### src/rtl/out_bcd_capture.sv
// rtl/out_bcd_capture.sv - 16-bit result capture with serial double-dabble BCD conversion (option: OUT_BCD_BLANK_EN)
module out_bcd_capture (
    input  logic        CLK,
    input  logic        reset,
    input  logic [15:0] dataIn,
    output logic [19:0] bcd,
    output logic        valid,
    output logic        busy,
    output logic [4:0]  digitEn
);
    typedef enum logic [1:0] {IDLE, SHIFT, DONE} state_t;

    state_t      state_q, state_d;
    logic [15:0] last_val_q, last_val_d;
    logic [15:0] shift_q, shift_d;
    logic [19:0] scratch_q, scratch_d;
    logic [3:0]  count_q, count_d;
    logic [19:0] bcd_q, bcd_d;
    logic        valid_q, valid_d;
    logic        busy_q, busy_d;
    logic [19:0] adj;

    always_comb begin
        adj = scratch_q;
        for (int i = 0; i < 5; i++) begin
            if (adj[4*i +: 4] >= 4'd5) begin
                adj[4*i +: 4] = adj[4*i +: 4] + 4'd3;
            end
        end
    end

    always_comb begin
        state_d    = state_q;
        last_val_d = last_val_q;
        shift_d    = shift_q;
        scratch_d  = scratch_q;
        count_d    = count_q;
        bcd_d      = bcd_q;
        valid_d    = valid_q;
        busy_d     = busy_q;
        case (state_q)
            IDLE: begin
                if (dataIn != last_val_q) begin
                    last_val_d = dataIn;
                    shift_d    = dataIn;
                    scratch_d  = 20'd0;
                    count_d    = 4'd0;
                    valid_d    = 1'b0;
                    busy_d     = 1'b1;
                    state_d    = SHIFT;
                end
            end
            SHIFT: begin
                // Correct digits before the shift so each stays within 0..9 afterwards.
                {scratch_d, shift_d} = {adj[18:0], shift_q, 1'b0};
                count_d = count_q + 4'd1;
                if (count_q == 4'd15) begin
                    state_d = DONE;
                end
            end
            DONE: begin
                bcd_d   = scratch_q;
                valid_d = 1'b1;
                busy_d  = 1'b0;
                state_d = IDLE;
            end
            default: state_d = IDLE;
        endcase
    end

    always_ff @(posedge CLK or negedge reset) begin
        if (!reset) begin
            state_q    <= IDLE;
            last_val_q <= 16'd0;
            shift_q    <= 16'd0;
            scratch_q  <= 20'd0;
            count_q    <= 4'd0;
            bcd_q      <= 20'd0;
            valid_q    <= 1'b0;
            busy_q     <= 1'b0;
        end else begin
            state_q    <= state_d;
            last_val_q <= last_val_d;
            shift_q    <= shift_d;
            scratch_q  <= scratch_d;
            count_q    <= count_d;
            bcd_q      <= bcd_d;
            valid_q    <= valid_d;
            busy_q     <= busy_d;
        end
    end

    assign bcd   = bcd_q;
    assign valid = valid_q;
    assign busy  = busy_q;

`ifdef OUT_BCD_BLANK_EN
    logic [4:0] digit_en_q, digit_en_d;
    logic [4:0] blank_mask;

    // A digit is lit when it or any more-significant digit is nonzero; units always lit.
    always_comb begin
        blank_mask[4] = |scratch_q[19:16];
        blank_mask[3] = blank_mask[4] | (|scratch_q[15:12]);
        blank_mask[2] = blank_mask[3] | (|scratch_q[11:8]);
        blank_mask[1] = blank_mask[2] | (|scratch_q[7:4]);
        blank_mask[0] = 1'b1;
        digit_en_d    = (state_q == DONE) ? blank_mask : digit_en_q;
    end

    always_ff @(posedge CLK or negedge reset) begin
        if (!reset) begin
            digit_en_q <= 5'b00001;
        end else begin
            digit_en_q <= digit_en_d;
        end
    end

    assign digitEn = digit_en_q;
`else
    assign digitEn = 5'b11111;
`endif
endmodule

### config.mk
export PLATFORM = sky130hd
export DESIGN_NAME = out_bcd_capture
export DESIGN_NICKNAME = d
export VERILOG_FILES = /design/src/rtl/out_bcd_capture.sv
export SDC_FILE = /design/constraint.sdc
export NUM_CORES = 1
export LEC_CHECK = 0
export ABC_AREA = 1
export CORE_ASPECT_RATIO = 1.75
export CORE_MARGIN = 10
export CORE_UTILIZATION = 45
export DETAILED_ROUTE_END_ITERATION = 8
export PLACE_DENSITY = 0.79
export RECOVER_POWER = 25
export SLEW_MARGIN = 10
export SYNTH_ARGS = -nofsm -noshare
export SYNTH_HDL_FRONTEND = slang
export SYNTH_SLANG_ARGS = --single-unit
### constraint.sdc
create_clock -name CLK -period 1.4 [get_ports CLK]
set_clock_uncertainty 0.15 [all_clocks]
set_input_delay 0.28 -clock CLK [delete_from_list [all_inputs] [get_ports CLK]]
set_output_delay 0.28 -clock CLK [all_outputs]
set_load 0.005 [all_outputs]
-- Yosys cells after proc, flatten, opt, wreduce, memory -nomap -nowiden
Cells that the tools add are included.
- bits in writable memories: 0
- register bits after elaboration: 80
- memories: 0
- ROM bits: 0
- output and inout port bits: 27
- bits in latches: 0
- logic and storage cells: 50
- magnitude comparators: 5
- div/mod/pow operators: 0
- $add $sub $neg: 6
- shift operators: 0
- equal/unequal tests: 6
- bitwise logic cells: 0
- $mul: 0
- reduce and logical (&&, ||, !) cells: 7
- multiplexer cells: 18
- operators by type and width (kind ; count):
    $pmux 20 s2 ; 1
    $pmux 16 s2 ; 1
    $ge 4x3->1 const B ; 5
    $mux 20 ; 1
    $mux 4 ; 5
    $add 4x2->4 const B ; 4
    $mux 16 ; 1
    $ne 16x16->1 ; 1
    $pmux 4 s2 ; 1
    $reduce_and 2->1 ; 4
    $add 4x1->4 const B ; 1
    $eq 4x4->1 const B ; 1
    $mux 2 ; 2
    $ne 2x2->1 const B ; 2
    $pmux 1 s2 ; 2
    $pmux 2 s2 ; 1
    $reduce_bool 2->1 ; 2
    $add 3x2->3 const B ; 1
    $mux 3 ; 1
    $eq 2x1->1 const B ; 1
    $eq 2x2->1 const B ; 1
    $logic_not 2->1 ; 1
    $mux 1 ; 2

-- Longest topological paths before layout
- word-level depth: 3
- gate-level depth with buffers: 12
- depth with buffers taken out: 11

-- Least setup slack after synthesis
OpenSTA, ideal clock, no wires.
- path kind: reg2reg
- from: reg state_q[1]
- to: reg shift_q[14]
- arrival time: 1.231 ns
- required time: 1.133 ns
- cell stages (with the launch flop): 9
- setup slack: -0.098 ns
- period minus slack after synthesis: 1.498 ns
- library setup time: 0.117 ns
- cells stage by stage: dfrtp_1 inv_1 nand2_1 inv_1 buf_2 clkbuf_1 o21ai_0 nand2_1 nand2_1
- word-level cells in the longest chain between the ends: 3
- ends and longest elaborated chain (item ; line ; text):
    from (decl) ; 13 ; state_t state_q, state_d;
    from (signal assigned) ; 82 ; state_q <= state_d;
    $eq 2x1->1 / $logic_not 2->1 (equally long branches) ; 41 ; case (state_q)
    $reduce_bool 2->1 (no line) / $ne 2x2->1 (equally long branches) ; n/a ;
    $reduce_and 2->1 (no line) ; n/a ;
    to (signal assigned) ; 84 ; shift_q <= shift_d;
    to (decl) ; 15 ; logic [15:0] shift_q, shift_d;
Several ways; a longest one is shown, not always the timed one.
A chain may end at the register's enable or synchronous reset.

-- Worst setup path in the final report
- from: reg last_val_q[13]
- to: reg shift_q[8]
- word-level cells in the longest chain between the ends: 3
- ends and longest elaborated chain (item ; line ; text):
    from (decl) ; 14 ; logic [15:0] last_val_q, last_val_d;
    from (signal assigned) ; 83 ; last_val_q <= last_val_d;
    $ne 16x16->1 ; 43 ; if (dataIn != last_val_q) begin
    $ne 2x2->1 (no line) ; n/a ;
    $reduce_and 2->1 (no line) ; n/a ;
Every way passes these cells.

==> results.tsv <==
metric	value	unit
outcome	complete, but fails checks	
violations	setup timing	
p_leak	0.00300	uW
drt.antenna.violating_nets	0	
syn_avg_cell_area	7.69	um^2
grt_max_degree	43	
fin_hold_ws	0.178	ns
yosysTopAreaCell	dfrtp_1	
place.gp.congestion	0.805	
synthArstFlopShare	100	%
post-route-min-period	1.86	ns
antennaDiodeCount	0	
synth_edf_count	0	
fmax	0.538	GHz
die_w	91.6	um
fillers	662	
routed_via_density	5.15	
cts_buffers	9	
met3_usage	4.38	%
hold_viol_final	0	
drive_gt1_share	26.6	%
routedWlPerCell	14.9	um
grt_remaining_overflow	0	
peakVddDrop	1180	uV
cts_buffer_depth	2	
num_io_pins	45	
finalNonFillerCells	738	
drv_cap	0	
clkLatencyLatePin	0.34	ns
rsz0062_at_grt	true	
setup_tns	-22.73	ns
drv_slew	0	
crit_start	last_val_q[13]	
timing.hold.worst.class	primary input to flop	
drc_errors	0	
worstHoldStart	dataIn[5]	
core.rowCount	45	
antenna_found_initial	0	
busiest_layer	met2	
initial_core_util	46.3	%
synthDistinctLibCells	19	
arrival	1.94	ns
h-tree-depth	3	
yosys-top-cells-count	180 x nand2_1, 80 x dfrtp_1, 66 x o21ai_0	
ys.flop_type	dfrtp_1	
grtUsageTotal	15.8	%
setup_ws	-0.458	ns
grt_util_met2	29.0	%
cts_root_buf	clkbuf_16	
end_kind	flop	
cts_num_sinks	80	
cp-start-kind	flop	
crit_fanout	15	
use_met1	16.2	%
fin_nets	645	
fin_crit_sh	133	%
tritoncts	built	
crit_required	1.48	ns
drt_pass1_iterations	4	
yosysMostFrequentCell	nand2_1	
vias	3800	
power_density	2250	mW/mm^2
r2r-start	last_val_q[13]	
cts.clk_slew.worst_paths	0.06	ns
syn-cell-area	0.00404	mm^2
ys_seq_area_share	49.6	%
drt-initial-drc-count	285	
preCtsSetupSlack	-0.747	ns
finalSetupViolations	59	
area_delta_synth_final	44.9	%
synth-warning-count	0	
portBuffers	39	
wirelength	11.0	mm
grt_pass1_vias	3851	
critPathKind	flop to flop	
ys_top_cells_by_area	dfrtp_1 50%, nand2_1 17%, o21ai_0 8.2%	
synth_seq_cells	80	
core_region_area	0.00873	mm^2
die_area	0.0133	mm^2
dpl.hpwl	6.13	mm
place_inst	695	
grt_pass1_wl	17.4	mm
die_h	145	um
netlist_instances	525	
synth_top_area_share	49.6	%
-- where the power goes --
part	internal (uW)	switching, uW	total (uW)
Clock	1340	915	2250
Sequential	3390	894	4290
Combinational	3100	3540	6640
-- through the flow --
stage / util [%] / power [uW] / cell area (um^2)
after floorplan: - / 7330 / 4090
after global placement: 55.1 / 8820 / 4810
after detailed placement: 55.1 / 9150 / 4810
after CTS: 64.3 / 12400 / 5610
after global routing: 67.0 / 14200 / 5850
final: 67.0 / 13200 / 5850
-- cells in the final DEF (no fill, tap or decap), types with 8 or more instances in the layout --
cell	n
dlygate4sd2_1	13
nor2_1	20
ha_1	11
clkdlybuf4s15_1	21
nand3_1	8
o21ai_0	56
buf_4	40
buf_12	11
dfrtp_1	80
nand2_1	151
nand2_2	23
o21ai_2	10
clkbuf_16	13
nand3_2	37
a21oi_1	16
inv_1	61
-- worst paths after layout --
check                            endpoint  slack (ns)  cells after the start
max in group asynchronous         bcd[19]        0.14                      3
setup / recovery               shift_q[8]       -0.46                     12
setup reg to reg               shift_q[8]       -0.46                     12
hold reg to reg                   bcd[10]        0.33                      2
hold / removal              last_val_q[5]        0.18                      4
min in group asynchronous  last_val_q[14]        0.26                      2
-- state kept, by name, indices dropped and copies added, names as in the netlist --
name and cells:
bcd 20, scratch_q 20, last_val_q 16, shift_q 16
count_q 4, state_q 2, busy 1, valid 1
-- layer usage --
layer,routed length [um],part of all wire [%],up-vias
li1,-,-,1836
met1,4020,36,1837
met2,6160,56,98
met3,527,4.8,29
met4,320,2.9,0
met5,0,0,-
-- cell families after synthesis --
| family | count (synthesis) | synth area share, % |
|---|---|---|
| flops | 80 | 49.6 |
| fa+ha+maj | 11 | 3.41 |
| compound gates | 87 | 10.8 |
| buf+inv | 89 | 10.1 |
| xor+xnor | 4 | 0.868 |
| simple gates | 253 | 25.1 |
| other cells | 1 | 0.0929 |
-- worst max-delay path, cell delays in order (launching register included) --
cell	delay [ns]
dfrtp_1	0.41
inv_1	0.06
nand2_1	0.05
nand2_1	0.05
nor2_1	0.15
nand2_1	0.10
nor2_1	0.09
nand2_1	0.11
nand2_4	0.13
buf_6	0.13
nand2_8	0.09
nand2_1	0.13
nand2_1	0.08
-- timing repair --
action	4_1_cts	5_1_grt
setup endpoints to repair	81	60
resized for setup	107	61
pin swaps	22	27
buffers inserted	15	3
hold endpoints to repair	80	0
hold buffers	1	0
cloned	6	5
-- area by class of cell --
| type | count | area (um^2) | share of cell area (%) |
|---|---|---|---|
| Clock inverter | 3 | 15.0 | 0.257 |
| Inverter | 61 | 229 | 3.91 |
| Tap cell | 117 | 146 | 2.50 |
| Sequential cell | 80 | 2000 | 34.2 |
| Multi-Input combinational cell | 360 | 2030 | 34.6 |
| Clock buffer | 13 | 270 | 4.62 |
| Timing Repair Buffer | 104 | 1160 | 19.9 |
Power figures use the tool's default switching activity.
